<file path="config.mk">
export PLATFORM = sky130hd
export DESIGN_NAME = mmc1_write_sequencer_flat
export DESIGN_NICKNAME = d
export VERILOG_FILES = /design/src/rtl/mmc1_write_sequencer_if.sv /design/src/rtl/mmc1_write_sequencer.sv /design/src/flat_wrapper.sv
export SDC_FILE = /design/constraint.sdc
export NUM_CORES = 1
export LEC_CHECK = 0
export BUFFER_PORTS_ARGS = -buffer_cell sky130_fd_sc_hd__buf_2
export CAP_MARGIN = 10
export CORE_UTILIZATION = 25
export CTS_BUF_LIST = sky130_fd_sc_hd__clkbuf_16
export CTS_CLUSTER_DIAMETER = 100
export CTS_CLUSTER_SIZE = 14
export DETAILED_ROUTE_END_ITERATION = 8
export PLACE_DENSITY_LB_ADDON = 0.3
export REMOVE_ABC_BUFFERS = 1
export SETUP_SLACK_MARGIN = 0.15
export SYNTH_ARGS = -nofsm -noshare
export SYNTH_HDL_FRONTEND = slang
export SYNTH_SLANG_ARGS = --single-unit
</file>
<file path="constraint.sdc">
create_clock -name CLK -period 6.1 [get_ports CLK]
set_input_delay 1.22 -clock CLK [delete_from_list [all_inputs] [get_ports CLK]]
set_output_delay 1.22 -clock CLK [all_outputs]
set_load 0.01 [all_outputs]
</file>
<file path="src/rtl/mmc1_write_sequencer_if.sv">
// mmc1_write_sequencer_if: host request handshake, MMC1 CPU-side bus and shadow register file
interface mmc1_write_sequencer_if;
    logic       req_valid;
    logic       req_ready;
    logic [1:0] req_reg;
    logic [4:0] req_data;
    logic       req_reset;
    logic       done;
    logic       CPU_M2;
    logic       nCPU_ROMSEL;
    logic       nCPU_RW;
    logic       CPU_A14;
    logic       CPU_A13;
    logic       CPU_D0;
    logic       CPU_D7;
    logic [4:0] shadow_control;
    logic [4:0] shadow_chr0;
    logic [4:0] shadow_chr1;
    logic [4:0] shadow_prg;
    modport master (
        output req_valid, req_reg, req_data, req_reset,
        input  req_ready, done, CPU_M2, nCPU_ROMSEL, nCPU_RW, CPU_A14, CPU_A13, CPU_D0, CPU_D7,
        input  shadow_control, shadow_chr0, shadow_chr1, shadow_prg
    );
    modport slave (
        input  req_valid, req_reg, req_data, req_reset,
        output req_ready, done, CPU_M2, nCPU_ROMSEL, nCPU_RW, CPU_A14, CPU_A13, CPU_D0, CPU_D7,
        output shadow_control, shadow_chr0, shadow_chr1, shadow_prg
    );
endinterface

</file>
<file path="src/rtl/mmc1_write_sequencer.sv">
// mmc1_write_sequencer: turns register writes / shift resets into MMC1 serial CPU-bus cycles.
// Define MMC1_SEQ_AUTO_RESYNC_EN to prefix every write with a shift-register reset cycle.
module mmc1_write_sequencer #(
    parameter int unsigned SETUP_CLKS = 2,
    parameter int unsigned HOLD_CLKS  = 2,
    parameter int unsigned GAP_CLKS   = 2
) (
    input logic                  CLK,
    input logic                  nRST,
    mmc1_write_sequencer_if.slave bus
);
    typedef enum logic [2:0] {IDLE, SETUP, STROBE, ACTIVE, RECOVER} state_t;
    localparam logic [7:0] SETUP_M1 = 8'(SETUP_CLKS - 1);
    localparam logic [7:0] HOLD_M1  = 8'(HOLD_CLKS - 1);
    localparam logic [7:0] GAP_M1   = 8'(GAP_CLKS - 1);
    state_t     state_q, state_d;
    logic [7:0] cnt_q, cnt_d;
    logic [2:0] bit_q, bit_d;
    logic [1:0] reg_q, reg_d;
    logic [4:0] data_q, data_d;
    logic       rst_q, rst_d;
    logic       cyc_rst_q, cyc_rst_d;
    logic       last, done_d, busy;
    // cyc_rst marks the current bus cycle as a D7 reset cycle; rst marks a pure reset request
    always_comb begin
        state_d   = state_q;
        cnt_d     = cnt_q;
        bit_d     = bit_q;
        reg_d     = reg_q;
        data_d    = data_q;
        rst_d     = rst_q;
        cyc_rst_d = cyc_rst_q;
        done_d    = 1'b0;
        last      = cyc_rst_q ? rst_q : (bit_q == 3'd4);
        unique case (state_q)
            IDLE: if (bus.req_valid) begin
                state_d   = SETUP;
                cnt_d     = SETUP_M1;
                bit_d     = 3'd0;
                reg_d     = bus.req_reg;
                data_d    = bus.req_data;
                rst_d     = bus.req_reset;
`ifdef MMC1_SEQ_AUTO_RESYNC_EN
                cyc_rst_d = 1'b1;
`else
                cyc_rst_d = bus.req_reset;
`endif
            end
            SETUP: begin
                state_d = (cnt_q == 8'd0) ? STROBE : SETUP;
                cnt_d   = (cnt_q == 8'd0) ? 8'd0 : cnt_q - 8'd1;
            end
            STROBE: begin
                state_d = ACTIVE;
                cnt_d   = HOLD_M1;
            end
            ACTIVE: begin
                state_d = (cnt_q == 8'd0) ? RECOVER : ACTIVE;
                cnt_d   = (cnt_q == 8'd0) ? GAP_M1 : cnt_q - 8'd1;
            end
            RECOVER: if (cnt_q != 8'd0) cnt_d = cnt_q - 8'd1;
            else if (last) begin
                state_d = IDLE;
                done_d  = 1'b1;
            end else begin
                state_d   = SETUP;
                cnt_d     = SETUP_M1;
                bit_d     = cyc_rst_q ? 3'd0 : bit_q + 3'd1;
                cyc_rst_d = 1'b0;
            end
            default: state_d = IDLE;
        endcase
        busy = state_d != IDLE;
    end
    // bus pins are registered from the next state so they line up with state_q
    always_ff @(posedge CLK) begin
        if (!nRST) begin
            state_q            <= IDLE;
            cnt_q              <= 8'd0;
            bit_q              <= 3'd0;
            reg_q              <= 2'd0;
            data_q             <= 5'd0;
            rst_q              <= 1'b0;
            cyc_rst_q          <= 1'b0;
            bus.req_ready      <= 1'b1;
            bus.done           <= 1'b0;
            bus.CPU_M2         <= 1'b0;
            bus.nCPU_ROMSEL    <= 1'b1;
            bus.nCPU_RW        <= 1'b1;
            bus.CPU_A14        <= 1'b0;
            bus.CPU_A13        <= 1'b0;
            bus.CPU_D0         <= 1'b0;
            bus.CPU_D7         <= 1'b0;
            bus.shadow_control <= 5'b01100;
            bus.shadow_chr0    <= 5'd0;
            bus.shadow_chr1    <= 5'd0;
            bus.shadow_prg     <= 5'd0;
        end else begin
            state_q         <= state_d;
            cnt_q           <= cnt_d;
            bit_q           <= bit_d;
            reg_q           <= reg_d;
            data_q          <= data_d;
            rst_q           <= rst_d;
            cyc_rst_q       <= cyc_rst_d;
            bus.req_ready   <= !busy;
            bus.done        <= done_d;
            bus.CPU_M2      <= state_d == STROBE || state_d == ACTIVE;
            bus.nCPU_ROMSEL <= state_d != ACTIVE;
            bus.nCPU_RW     <= state_d == IDLE || state_d == RECOVER;
            bus.CPU_A14     <= busy & reg_d[1];
            bus.CPU_A13     <= busy & reg_d[0];
            bus.CPU_D0      <= busy & ~cyc_rst_d & data_d[bit_d];
            bus.CPU_D7      <= busy & cyc_rst_d;
            if (done_d) begin
                if (rst_q) bus.shadow_control[3:2] <= 2'b11;
                else begin
`ifdef MMC1_SEQ_AUTO_RESYNC_EN
                    bus.shadow_control[3:2] <= 2'b11;
`endif
                    unique case (reg_q)
                        2'd0: bus.shadow_control <= data_q;
                        2'd1: bus.shadow_chr0    <= data_q;
                        2'd2: bus.shadow_chr1    <= data_q;
                        default: bus.shadow_prg  <= data_q;
                    endcase
                end
            end
        end
    end
endmodule

</file>
<file path="src/flat_wrapper.sv">
// flat-port wrapper written by rule: the top's interface ports become plain ports
module mmc1_write_sequencer_flat 
#(
    parameter int unsigned SETUP_CLKS = 2,
    parameter int unsigned HOLD_CLKS  = 2,
    parameter int unsigned GAP_CLKS   = 2
)
  (CLK, nRST, bus_req_valid, bus_req_reg, bus_req_data, bus_req_reset, bus_req_ready, bus_done, bus_CPU_M2, bus_nCPU_ROMSEL, bus_nCPU_RW, bus_CPU_A14, bus_CPU_A13, bus_CPU_D0, bus_CPU_D7, bus_shadow_control, bus_shadow_chr0, bus_shadow_chr1, bus_shadow_prg);
  mmc1_write_sequencer_if bus_i ();
  input logic CLK;
  input logic nRST;
  input wire logic [$bits(bus_i.req_valid)-1:0] bus_req_valid;
  input wire logic [$bits(bus_i.req_reg)-1:0] bus_req_reg;
  input wire logic [$bits(bus_i.req_data)-1:0] bus_req_data;
  input wire logic [$bits(bus_i.req_reset)-1:0] bus_req_reset;
  output wire logic [$bits(bus_i.req_ready)-1:0] bus_req_ready;
  output wire logic [$bits(bus_i.done)-1:0] bus_done;
  output wire logic [$bits(bus_i.CPU_M2)-1:0] bus_CPU_M2;
  output wire logic [$bits(bus_i.nCPU_ROMSEL)-1:0] bus_nCPU_ROMSEL;
  output wire logic [$bits(bus_i.nCPU_RW)-1:0] bus_nCPU_RW;
  output wire logic [$bits(bus_i.CPU_A14)-1:0] bus_CPU_A14;
  output wire logic [$bits(bus_i.CPU_A13)-1:0] bus_CPU_A13;
  output wire logic [$bits(bus_i.CPU_D0)-1:0] bus_CPU_D0;
  output wire logic [$bits(bus_i.CPU_D7)-1:0] bus_CPU_D7;
  output wire logic [$bits(bus_i.shadow_control)-1:0] bus_shadow_control;
  output wire logic [$bits(bus_i.shadow_chr0)-1:0] bus_shadow_chr0;
  output wire logic [$bits(bus_i.shadow_chr1)-1:0] bus_shadow_chr1;
  output wire logic [$bits(bus_i.shadow_prg)-1:0] bus_shadow_prg;
  assign bus_i.req_valid = bus_req_valid;
  assign bus_i.req_reg = bus_req_reg;
  assign bus_i.req_data = bus_req_data;
  assign bus_i.req_reset = bus_req_reset;
  assign bus_req_ready = bus_i.req_ready;
  assign bus_done = bus_i.done;
  assign bus_CPU_M2 = bus_i.CPU_M2;
  assign bus_nCPU_ROMSEL = bus_i.nCPU_ROMSEL;
  assign bus_nCPU_RW = bus_i.nCPU_RW;
  assign bus_CPU_A14 = bus_i.CPU_A14;
  assign bus_CPU_A13 = bus_i.CPU_A13;
  assign bus_CPU_D0 = bus_i.CPU_D0;
  assign bus_CPU_D7 = bus_i.CPU_D7;
  assign bus_shadow_control = bus_i.shadow_control;
  assign bus_shadow_chr0 = bus_i.shadow_chr0;
  assign bus_shadow_chr1 = bus_i.shadow_chr1;
  assign bus_shadow_prg = bus_i.shadow_prg;
  mmc1_write_sequencer #(.SETUP_CLKS(SETUP_CLKS), .HOLD_CLKS(HOLD_CLKS), .GAP_CLKS(GAP_CLKS)) u_core (.CLK(CLK), .nRST(nRST), .bus(bus_i));
endmodule
</file>
Yosys cells after proc, flatten, opt, wreduce, memory -nomap -nowiden
Cells that the tools add are included.
{ "totals": {"register_bits": 52, "latch_bits": 0, "mem_bits_rw": 0, "romBits": 0, "input_bits": 11, "output_inout_bits": 29, "elab_cells": 97, "mem_count": 0} }
{ "classes": {"addsub": 2, "n_mul": 0, "n_div": 0, "n_lt_le_gt_ge": 1, "eq_ne": 13, "shifts": 0, "n_mux": 33, "n_bitwise": 8, "reduce_logical": 19} }
{ "ops": {"columns": ["operator", "n"], "rows": [
  ["8-bit two-way mux", 5],
  ["8-bit case mux with 5 select lines", 1],
  ["3-bit two-way mux", 7],
  ["3-bit case mux with 5 select lines", 1],
  ["3-bit AND reduction", 5],
  ["3-bit by 2-bit equality test with 1-bit output (second input constant)", 4],
  ["5-bit two-way mux", 2],
  ["3-bit equality test (second input constant)", 3],
  ["1-bit two-way mux", 9],
  ["8-bit logical NOT", 1],
  ["2-bit two-way mux", 4],
  ["8-bit nonzero test", 1],
  ["8-bit by 1-bit subtractor with 8-bit output (second input constant)", 1],
  ["3-bit logical NOT", 2],
  ["3-bit case mux with 2 select lines", 1],
  ["1-bit bitwise AND", 5],
  ["5-bit nonzero test", 1],
  ["3-bit by 4-bit < comparator with 1-bit output (second input constant)", 1],
  ["4-bit two-way mux", 1],
  ["2-bit AND reduction", 2],
  ["3-bit by 1-bit adder with 3-bit output (second input constant)", 1],
  ["1-bit binary-select mux with 3-bit select", 1],
  ["3-bit by 1-bit equality test with 1-bit output (second input constant)", 1],
  ["3-bit by 2-bit != test with 1-bit output (second input constant)", 1],
  ["other kinds (12)", 15]
]} }

Logic depth before layout (Yosys ltp)
{ "logic_depth": {"ltp_word": 8, "depth_mapped": 8, "mapped_depth_nobuf": 8} }

Least setup slack after synthesis
Ideal clock, no wire load.
{ "synth_path": {"kind": "input to register", "from": "input bus_req_valid", "to": "register u_core.bus.CPU_D0", "setup_time_ns": 0.063, "t_arrival_ns": 2.554, "t_required_ns": 6.037, "setup_slack_ns": 3.483, "cell_stages": 7, "path_buffers": 1, "path_cell_list": "or4b_1 -> clkbuf_1 -> nor3b_1 -> a21oi_1 -> nor4b_1 -> o211ai_1 -> nand3_1"} }
{ "synth_between": {"elab_chain_cells": 5, "word_cells_on_any_way": 14, "cone_classes": "mux: 10; bitwise: 3; reduce/logical: 1"} }
{ "synth_lines": {"columns": ["element", "line_no", "rtl"], "rows": [
  ["from (decl)", "flat_wrapper.sv:12", "input wire logic [$bits(bus_i.req_valid)-1:0] bus_req_valid;"],
  ["3-bit two-way mux, or another cell as far along", "mmc1_write_sequencer.sv:36", "IDLE: if (bus.req_valid) begin"],
  ["3-bit case mux with 2 select lines, or another cell as far along", "mmc1_write_sequencer.sv:35", "unique case (state_q)"],
  ["1-bit binary-select mux with 3-bit select, or another cell as far along", "mmc1_write_sequencer.sv:113", "bus.CPU_D0 <= busy & ~cyc_rst_d & data_d[bit_d];"],
  ["1-bit two-way mux (not written as such) or 1-bit bitwise AND (tied branches)", "mmc1_write_sequencer.sv:113", null],
  ["1-bit bitwise AND (*)", "mmc1_write_sequencer.sv:113", null],
  ["to (signal assigned)", "mmc1_write_sequencer.sv:113", null],
  ["to (decl)", "mmc1_write_sequencer_if.sv:27", "output req_ready, done, CPU_M2, nCPU_ROMSEL, nCPU_RW, CPU_A14, CPU_A13, CPU_D0, CPU_D7,"]
]} }
Every way passes the cells marked *; elsewhere a longest branch is shown, timed or not. The select of a mux whose other input is x is not followed.
A chain may end at the register's enable or synchronous reset.

Worst setup path after layout
Ends and elaborated chain as after synthesis.

==> results.sh <==
export IMPL_regArea_um2=1040
export IMPL_pwr_share_comb_pct=33.7
export IMPL_dominantRegCellSynth="dfxtp_1"
export IMPL_insertedDiodeCount=0
export IMPL_drt_iter0_markers=69
export IMPL_crit_required_ns=6.34
export IMPL_cp_arrival_ns=2.88
export IMPL_synth_compound_area_share_pct=11.9
export IMPL_yosysTopAreaCell="dfxtp_1"
export IMPL_ir_worst_vdd_mv=0.170
export IMPL_cts_buffer_depth=2
export IMPL_nets=308
export IMPL_drc=6
export IMPL_drt_wl_total_um=5480
export IMPL_drv_slew=0
export IMPL_synth_top_area_share_pct=45.2
export IMPL_wl_per_cell_um=13.6
export IMPL_multi_input_area_um2=1210
export IMPL_grt_pass1_vias=1841
export IMPL_synthXorXnorAreaFrac_pct=2.28
export IMPL_synth_seq_cells=52
export IMPL_rsz0062_at_grt="no"
export IMPL_worst_slew_pin_slew_ns=0.764
export IMPL_port_buffers=39
export IMPL_die_y_um=98.0
export IMPL_status="finished with violations"
export IMPL_p_sw_uw=419
export IMPL_ioPinCount=40
export IMPL_maxCapViolCount=0
export IMPL_internal_power_uw=709
export IMPL_coreArea_um2=8810
export IMPL_cts_resized=0
export IMPL_synth_cell_types=48
export IMPL_fillCellCount=935
export IMPL_avgSynthCellArea_um2=9.07
export IMPL_yosysWarnings=0
export IMPL_gp_congestion=0.784
export IMPL_synth_fa_ha_area_share_pct=2.17
export IMPL_ys_seq_area_share_pct=45.2
export IMPL_stdcell_count=402
export IMPL_clock_sinks=52
export IMPL_synth_top_family_by_area="simple AND/OR/NAND/NOR gates"
export IMPL_power_frac_clock_pct=25.0
export IMPL_start_kind="primary input"
export IMPL_cts_buffers_inserted=5
export IMPL_clkLatencyLatePin_ns=0.29
export IMPL_start_util_pct=26.2
export IMPL_synth_edff_count=0
export IMPL_maxSlewHeadroom_pct=49.1
export IMPL_place_ws_ns=3.16
export IMPL_crit_type="in2reg"
export IMPL_viasPerCell=4.76
export IMPL_seqPwrFrac_pct=41.3
export IMPL_swShare_pct=37.1
export IMPL_setup_ws_ns=3.46
export IMPL_track_usage_pct=12.2
export IMPL_post_cts_repair_setup_buffers=0
export IMPL_hpwl_um=3930
export IMPL_finalClockSkew_ns=0.0102
export IMPL_fin_setup_tns_ns=0
export IMPL_die_w_um=98.0
export IMPL_synthMuxAreaShare_pct=7.93
export IMPL_path_clk_slew_ns=0.07
export IMPL_setup_viol=0
export IMPL_vias=1915
export IMPL_p_leak_uw=0.00113
export IMPL_grt_max_degree=38
export IMPL_antenna_found_initial=0
export IMPL_power_density_nw_per_um2=408
export IMPL_hold_violations=0
export IMPL_place_inst=394
export IMPL_hold_path_class="reg2reg"
export IMPL_htreeDepth=2
export IMPL_yosysMostFrequentCell="dfxtp_1"
export IMPL_async_flop_share_pct=0
export IMPL_synthCells=254
export IMPL_clockRootBuffer="clkbuf_16"
export IMPL_synth_common_cells="dfxtp_1 (52), nor2_1 (39), nand2_1 (32)"
export IMPL_crit_path_max_fanout=11
export IMPL_fmax_mhz=378
export IMPL_synthSimpleGateAreaFrac_pct=28.1
export IMPL_overflow=0
export IMPL_cp_end_kind="flop"
export IMPL_grt_pass1_wl_um=9180
export IMPL_placement_rows=34
export IMPL_final_layout_size_suffix_gt1_share_pct=22.1
export IMPL_timing_final_crit_share_pct=43.3
export IMPL_total_power_uw=1130
export IMPL_fin_crit_ns=2.64
export IMPL_die_area_um2=9600
export IMPL_syn_area_um2=2300
export IMPL_first_pass_iters=7
export IMPL_fin_util_pct=31.4
export IMPL_syn2layout_area_growth_pct=20.0
export IMPL_cts_tree="yes"
export IMPL_violations="DRC"
export IMPL_ant_nets=0
export IMPL_synth_area_top_cells="dfxtp_1 (45%), mux2i_1 (7.0%), nor2_1 (6.4%), nand2_1 (5.2%), a21oi_1 (3.3%)"
export IMPL_holdBufCountCts=0
==> cell usage in the layout (no fill, tap or decap), types with 5 or more instances in the layout <==
cell type,count
buf_2,39
mux2i_1,16
nor2_1,39
o21ai_0,5
nor3_1,9
a21oi_1,15
nand2_1,32
inv_1,6
and2_1,5
dfxtp_1,52
nand3_1,6
clkbuf_16,5
==> stage by stage <==
stage | hold slack, ns | instance area [µm²]
after detailed placement | 0.450 | 2620
final | 0.456 | 2760
after global placement | 0.451 | 2620
after global routing | 0.485 | 2760
after CTS | 0.460 | 2760
after floorplan | 0.454 | 2270
==> per-layer routing <==
metal	global-route usage [%]	part of all wire, %
met3	3.15	4.4
met1	15.6	48
met4	4.20	1.0
met2	19.8	47
met5	0	0
==> final timing paths <==
path / from / end / slack, ns / cells past startpoint
max: bus_req_valid / u_core.bus.CPU_D0 / 3.46 / 7
min: u_core.bus.shadow_control[4] / u_core.bus.shadow_control[4] / 0.46 / 2
max reg2reg: u_core.state_q[2] / u_core.bus.shadow_chr0[4] / 3.61 / 6
min reg2reg: u_core.bus.shadow_control[4] / u_core.bus.shadow_control[4] / 0.46 / 2
==> layout make-up <==
cell class	instances	area share (%)
Clock buffer	5	4.53
Clock inverter	3	0.770
Inverter	7	0.951
Multi-Input combinational cell	187	43.9
Sequential cell	52	37.7
Tap cell	108	4.89
Timing Repair Buffer	40	7.33
==> flip-flops by register name, summed over array words and instances (netlist names), 2 cells and up <==
signal and flops:
u_core.bus.shadow_prg 5, u_core.bus.shadow_control 5, u_core.reg_q 2, u_core.data_q 5, u_core.bit_q 3, u_core.state_q 3, u_core.bus.shadow_chr0 5, u_core.cnt_q 8
u_core.bus.shadow_chr1 5
==> critical path, stage by stage <==
cell	delay [ns]
buf_2	0.10
or4b_1	0.64
nand2_1	0.17
o22ai_1	0.11
nor4_1	0.38
o211ai_1	0.14
nand3_1	0.11
==> power groups by stage <==
stage               logic [µW]  registers (µW)  clock network (µW)
detailed placement         381             474                   0
global placement           377             473                   0
CTS                        384             467                 291
floorplan                  288             462                   0
finish                     380             466                 282
global route               426             476                 308
==> logic make-up after synthesis <==
kind of cell	count (synthesis)
muxes	18
adders and majority gates	4
DFF	52
AOI/OAI and AO/OA	41
and+or+nand+nor	118
xor gates and xnor gates	6
buffers and inverters	15
No activity file was read; power rests on OpenSTA's default activity.
